--- src/rtl/ingreso_pkg.sv ---
// Shared definitions for the keypad number-entry block.
//   TECLA_BORRAR : key code that clears the current entry
//   TECLA_ENTER  : key code that commits the current entry
//   estado_t     : CAPTURA (collecting digits) / ENVIO (waiting for downstream)
package ingreso_pkg;
  localparam logic [3:0] TECLA_BORRAR = 4'hA;
  localparam logic [3:0] TECLA_ENTER  = 4'hB;

  typedef enum logic {CAPTURA, ENVIO} estado_t;
endpackage

--- src/rtl/detector_flanco.sv ---
// Rising-edge detector for the debounced key level.
//   clk, rst_n : clock, async active-low reset
//   in         : level input, already synchronous to clk
//   pulso      : one-cycle high on a 0->1 transition of in
// The history flop resets to 1 so a key held across reset release is not
// seen as a press; it has to be released and pressed again.
module detector_flanco (
  input  logic clk,
  input  logic rst_n,
  input  logic in,
  output logic pulso
);
  logic prev_q;

  always_ff @(posedge clk or negedge rst_n) begin
    if (!rst_n) prev_q <= 1'b1;
    else        prev_q <= in;
  end

  assign pulso = in & ~prev_q;
endmodule

--- src/rtl/ingreso_numero.sv ---
// Keypad number entry: turns each key press into append-digit / clear /
// commit, accumulating up to DIG digits in BCD and binary, and hands the
// committed number downstream over valid/ready.
//   clk, rst_n      : clock, async active-low reset
//   boton_sal       : debounced key-pressed level
//   codigo          : key code, stable while boton_sal=1
//   num_ready       : downstream accepts the number
//   num_valid       : committed number available
//   num_bcd         : BCD digits, MSD in the top nibble
//   num_bin         : binary value of num_bcd
//   digitos         : digits currently entered
//   tecla_ignorada  : one-cycle pulse when a press is discarded
module ingreso_numero
  import ingreso_pkg::*;
#(
  parameter  int DIG   = 3,
  parameter  int BIN_W = 10,
  localparam int CNT_W = $clog2(DIG+1)
) (
  input  logic               clk,
  input  logic               rst_n,
  input  logic               boton_sal,
  input  logic [3:0]         codigo,
  input  logic               num_ready,
  output logic               num_valid,
  output logic [4*DIG-1:0]   num_bcd,
  output logic [BIN_W-1:0]   num_bin,
  output logic [CNT_W-1:0]   digitos,
  output logic               tecla_ignorada
);
  estado_t            estado_q, estado_d;
  logic [4*DIG-1:0]   bcd_q, bcd_d;
  logic [BIN_W-1:0]   bin_q, bin_d;
  logic [CNT_W-1:0]   cnt_q, cnt_d;
  logic               valid_q, valid_d;
  logic               ign_q, ign_d;
  logic               pulsacion;
  logic               es_digito;

  detector_flanco u_flanco (
    .clk   (clk),
    .rst_n (rst_n),
    .in    (boton_sal),
    .pulso (pulsacion)
  );

  assign es_digito = (codigo < 4'd10);

  always_comb begin
    estado_d = estado_q;
    bcd_d    = bcd_q;
    bin_d    = bin_q;
    cnt_d    = cnt_q;
    valid_d  = valid_q;
    ign_d    = 1'b0;
    unique case (estado_q)
      CAPTURA: begin
        if (pulsacion) begin
          if (es_digito) begin
            if (cnt_q < CNT_W'(DIG)) begin
              bcd_d = (bcd_q << 4) | (4*DIG)'(codigo);
              // Arithmetic mod 2^BIN_W; BIN_W is sized so no overflow occurs.
              bin_d = bin_q * BIN_W'(10) + BIN_W'(codigo);
              cnt_d = cnt_q + CNT_W'(1);
            end else begin
              ign_d = 1'b1;
            end
          end else if (codigo == TECLA_BORRAR) begin
            bcd_d = '0;
            bin_d = '0;
            cnt_d = '0;
          end else if (codigo == TECLA_ENTER && cnt_q != '0) begin
            estado_d = ENVIO;
            valid_d  = 1'b1;
          end else begin
            ign_d = 1'b1;
          end
        end
      end
      ENVIO: begin
        // Entry is frozen; any press here, even on the accepting edge, is dropped.
        if (pulsacion) ign_d = 1'b1;
        if (num_ready) begin
          estado_d = CAPTURA;
          valid_d  = 1'b0;
          bcd_d    = '0;
          bin_d    = '0;
          cnt_d    = '0;
        end
      end
      default: estado_d = CAPTURA;
    endcase
  end

  always_ff @(posedge clk or negedge rst_n) begin
    if (!rst_n) begin
      estado_q <= CAPTURA;
      bcd_q    <= '0;
      bin_q    <= '0;
      cnt_q    <= '0;
      valid_q  <= 1'b0;
      ign_q    <= 1'b0;
    end else begin
      estado_q <= estado_d;
      bcd_q    <= bcd_d;
      bin_q    <= bin_d;
      cnt_q    <= cnt_d;
      valid_q  <= valid_d;
      ign_q    <= ign_d;
    end
  end

  assign num_valid      = valid_q;
  assign num_bcd        = bcd_q;
  assign num_bin        = bin_q;
  assign digitos        = cnt_q;
  assign tecla_ignorada = ign_q;
endmodule

--- config.mk ---
export PLATFORM = sky130hd
export DESIGN_NAME = ingreso_numero
export DESIGN_NICKNAME = d
export VERILOG_FILES = /design/src/rtl/ingreso_pkg.sv /design/src/rtl/detector_flanco.sv /design/src/rtl/ingreso_numero.sv
export SDC_FILE = /design/constraint.sdc
export NUM_CORES = 1
export LEC_CHECK = 0
export BUFFER_PORTS_ARGS = -buffer_cell sky130_fd_sc_hd__buf_2
export CAP_MARGIN = 10
export CORE_MARGIN = 4
export CORE_UTILIZATION = 32
export DETAILED_ROUTE_END_ITERATION = 8
export GPL_TIMING_DRIVEN = 1
export PLACE_DENSITY = 0.61
export RECOVER_POWER = 50
export SLEW_MARGIN = 20
export SYNTH_ARGS = -nofsm -noshare
export SYNTH_HDL_FRONTEND = slang
export SYNTH_SLANG_ARGS = --single-unit
--- constraint.sdc ---
create_clock -name clk -period 3 [get_ports clk]
set_input_delay 0.6 -clock clk [delete_from_list [all_inputs] [get_ports clk]]
set_output_delay 0.6 -clock clk [all_outputs]
set_load 0.01 [all_outputs]
==> Flow_metrics.wiki <==
{| class="wikitable"
! Metric !! Value
|-
| Yosys warning count || 0
|-
| Gr ovfl total || 0
|-
| Chip Height || roughly 77 µm
|-
| Data required time of the worst path || between 3 and 4 ns
|-
| Clock slew seen by the registers of the worst setup and hold paths || approximately 0.1 ns
|-
| Routed WL || between 3000 and 4000 µm
|-
| Sinks on Clock Net || 27
|-
| Post-Route Hold Slack || roughly 0.4 ns
|-
| Via count of the first global-routing pass || 1,137
|-
| Slew at the pin closest to its max-slew limit || approximately 1.5 ns
|-
| Kind of critical path || reg -> reg
|-
| Global-route wire length before repair || between 5000 and 6000 µm
|-
| Syn_nets || 163
|-
| Startpoint of the lowest-slack hold path || boton_sal
|-
| Setup TNS after final layout || 0 ns
|-
| Number of top-level pins || 34
|-
| Crit end category || flop
|-
| Post_cts resized || 0
|-
| Residual DRC || 0
|-
| Post-detail-place hpwl || ~2400 µm
|-
| Type of element launching the critical path || flop
|-
| Pin count of the biggest net entering global routing || 28
|-
| Crit path arrival time || roughly 2.9 ns
|-
| Initial Utilization || 33.9%
|-
| Length of the first detailed-routing pass in iterations || 4
|-
| Launch instance of the worst register-to-register path || num_bin[1]$_DFFE_PN0P_
|-
| Achievable frequency || between 300 and 400 MHz
|-
| Layout Nets || slightly below 200
|-
| Share of Yosys cell area claimed by the top area cell type || roughly 43%
|-
| Antenna violations before repair || 0
|-
| Unrepaired setup endpoints after global routing || false
|-
| Maximum resistive drop on vdd || 0.000443 V
|-
| WL/cell || 14.0 µm
|-
| Number of flops mapped to enable cells by yosys || 0
|-
| Worst rel slew slack || 2.15%
|-
| Level count of the clock H-tree || 1
|-
| CTS buffer count || 3
|-
| Overall Power || 0.00176 W
|-
| First-iteration detailed-routing DRC count || 43
|-
| Number of setup buffers added after CTS || 0
|-
| Final weighted congestion of routability-driven global placement || roughly 0.82
|-
| Result of the run || completed
|-
| Netlist area before placement || 1510 µm²
|-
| Total Die Area || about 5900 µm²
|-
| Layout Area Growth over Synthesis || 16.7%
|-
| Cts hold-fix bufs || 0
|-
| Ranking of synthesized cells by instance count || sky130_fd_sc_hd__dfrtp_1, sky130_fd_sc_hd__ha_1, sky130_fd_sc_hd__nand2_1, sky130_fd_sc_hd__a22o_1, sky130_fd_sc_hd__o21ai_0
|-
| Leakage power summed over all cells || approximately 0.87 nW
|-
| Biggest area consumer among synthesized cells || sky130_fd_sc_hd__dfrtp_1
|-
| Number of buffer cells added on primary ports || 33
|-
| Antenna Cells || 0
|-
| Core region area || between 4000 and 5000 µm²
|-
| Post-route fraction of the period consumed by the critical path || slightly below 90%
|-
| Clock network latency to the later pin of the worst-skew pair || around 0.28 ns
|-
| Site Rows || 24
|-
| Cell with the most instances after synthesis || sky130_fd_sc_hd__dfrtp_1
|-
| Per-instance average area after synthesis || about 11 µm²
|-
| Synthesized instance count || approximately 140
|-
| Max-cap violations || 0
|-
| Antenna Violating Nets Remaining || 0
|-
| Detail-routed via count per cell || roughly 5
|-
| Cell Pwr Density || around 1000 nW/µm²
|-
| Clk root buf || sky130_fd_sc_hd__clkbuf_8
|-
| Worst hold path class || in -> reg
|-
| Final setup viols || 0
|-
| Via count || between 1k and 1.5k
|-
| Final slew viol count || 0
|-
| Layout cells sized above 1 || about 20%
|-
| Final hold viol count || 0
|-
| Launching element of the worst setup path || num_bin[1]$_DFFE_PN0P_
|-
| Crit path time final || between 2 and 3 ns
|-
| Die extent in x || ~77 µm
|-
| Bufs on Longest Clock Path || 2
|-
| Main synth FF type || sky130_fd_sc_hd__dfrtp_1
|-
| Sequential share of the synthesized area || between 40% and 50%
|-
| Clock Skews || about 0.0042 ns
|-
| Number of distinct library cells after synthesis || 34
|-
| Overall routing resource usage || 11.3%
|-
| Async SR Flop Fraction || 100%
|-
| Synth top area cells || sky130_fd_sc_hd__dfrtp_1, sky130_fd_sc_hd__ha_1, sky130_fd_sc_hd__a22o_1
|-
| Number of register bits inferred by synthesis || 27
|-
| Worst Path Max Fanout || 5
|-
| CTS tree || built
|}
[final cells by class]
class | count | area, µm²
clock buffer | 3 | 41.3
clock inverter | 1 | 5.00
fill | 454 | 2690
inverter | 6 | 22.5
multi-input combinational | 99 | 781
sequential | 27 | 677
tap | 52 | 65.1
timing repair buffer | 35 | 165
[routing by layer]
metal  wire, µm  GRT usage, %
met1       1510          14.8
met2       1390          18.8
met3        208          3.43
met4         10          1.63
met5          0             0
[per-stage QoR]
step / instances / setup WS, ns / cell area (µm²) / utilization (%)
floorplan: 137 / 0.448 / 1510 / -
global placement: 219 / 0.401 / 1730 / 38.8
detailed placement: 219 / 0.394 / 1730 / 38.8
CTS: 223 / 0.343 / 1770 / 39.9
global route: 223 / 0.194 / 1760 / 39.5
finish: 223 / 0.363 / 1760 / 39.5
[registers in the layout, summed over array words and instances, names as in the netlist]
name             flops
digitos              2
num_valid            1
estado_q             1
u_flanco.prev_q      1
tecla_ignorada       1
num_bin              9
num_bcd             12
[worst paths after layout]
path | end | slack (ns) | depth (start not counted)
worst max-delay path | num_bin[9]$_DFFE_PN0P_ | 0.36 | 9
worst min-delay path | u_flanco.prev_q$_DFF_PN1_ | 0.41 | 1
worst max register to register | num_bin[9]$_DFFE_PN0P_ | 0.36 | 9
worst min register to register | num_bin[9]$_DFFE_PN0P_ | 0.49 | 2
max in group asynchronous | num_bin[1]$_DFFE_PN0P_ | 1.49 | 1
min in group asynchronous | num_bin[2]$_DFFE_PN0P_ | 0.66 | 1
[where the power goes]
| group | internal (W) | leakage [nW] | switching, W |
|---|---|---|---|
| registers | 0.000491 | 0.347 | 0.000116 |
| clock network | 0.0000932 | 0.0255 | 0.000118 |
| logic | 0.000439 | 0.497 | 0.000504 |
[placed cells by master (no fill, tap or decap), types with 3 or more instances in the layout]
cell type / Yosys / final
sky130_fd_sc_hd__clkbuf_8: 0 / 3
sky130_fd_sc_hd__dfrtp_1: 26 / 26
sky130_fd_sc_hd__inv_1: 6 / 6
sky130_fd_sc_hd__ha_1: 16 / 16
sky130_fd_sc_hd__nand2_1: 14 / 14
sky130_fd_sc_hd__a21oi_1: 7 / 7
sky130_fd_sc_hd__buf_2: 2 / 21
sky130_fd_sc_hd__clkbuf_1: 2 / 12
sky130_fd_sc_hd__nor2_1: 3 / 3
sky130_fd_sc_hd__o21ai_0: 13 / 13
sky130_fd_sc_hd__a22o_1: 13 / 13
sky130_fd_sc_hd__xnor2_1: 4 / 4
sky130_fd_sc_hd__xor2_1: 6 / 6
[worst max-delay path, cell delays in order (launching register included)]
cell                      delay [ns]
sky130_fd_sc_hd__dfrtp_1        0.43
sky130_fd_sc_hd__ha_1           0.32
sky130_fd_sc_hd__ha_1           0.24
sky130_fd_sc_hd__fa_1           0.41
sky130_fd_sc_hd__a21o_2         0.23
sky130_fd_sc_hd__a21oi_1        0.16
sky130_fd_sc_hd__xor2_1         0.26
sky130_fd_sc_hd__nor3_2         0.07
sky130_fd_sc_hd__xnor3_1        0.35
sky130_fd_sc_hd__o21ai_2        0.11
[logic make-up after synthesis]
family | synth area share, %
DFF | 45.0
and+or+nand+nor | 8.65
AOI/OAI and AO/OA | 20.0
xor gates and xnor gates | 7.31
adders and majority gates | 16.0
buffers and inverters | 3.16
Note: power is estimated with default switching activity, not from simulation.
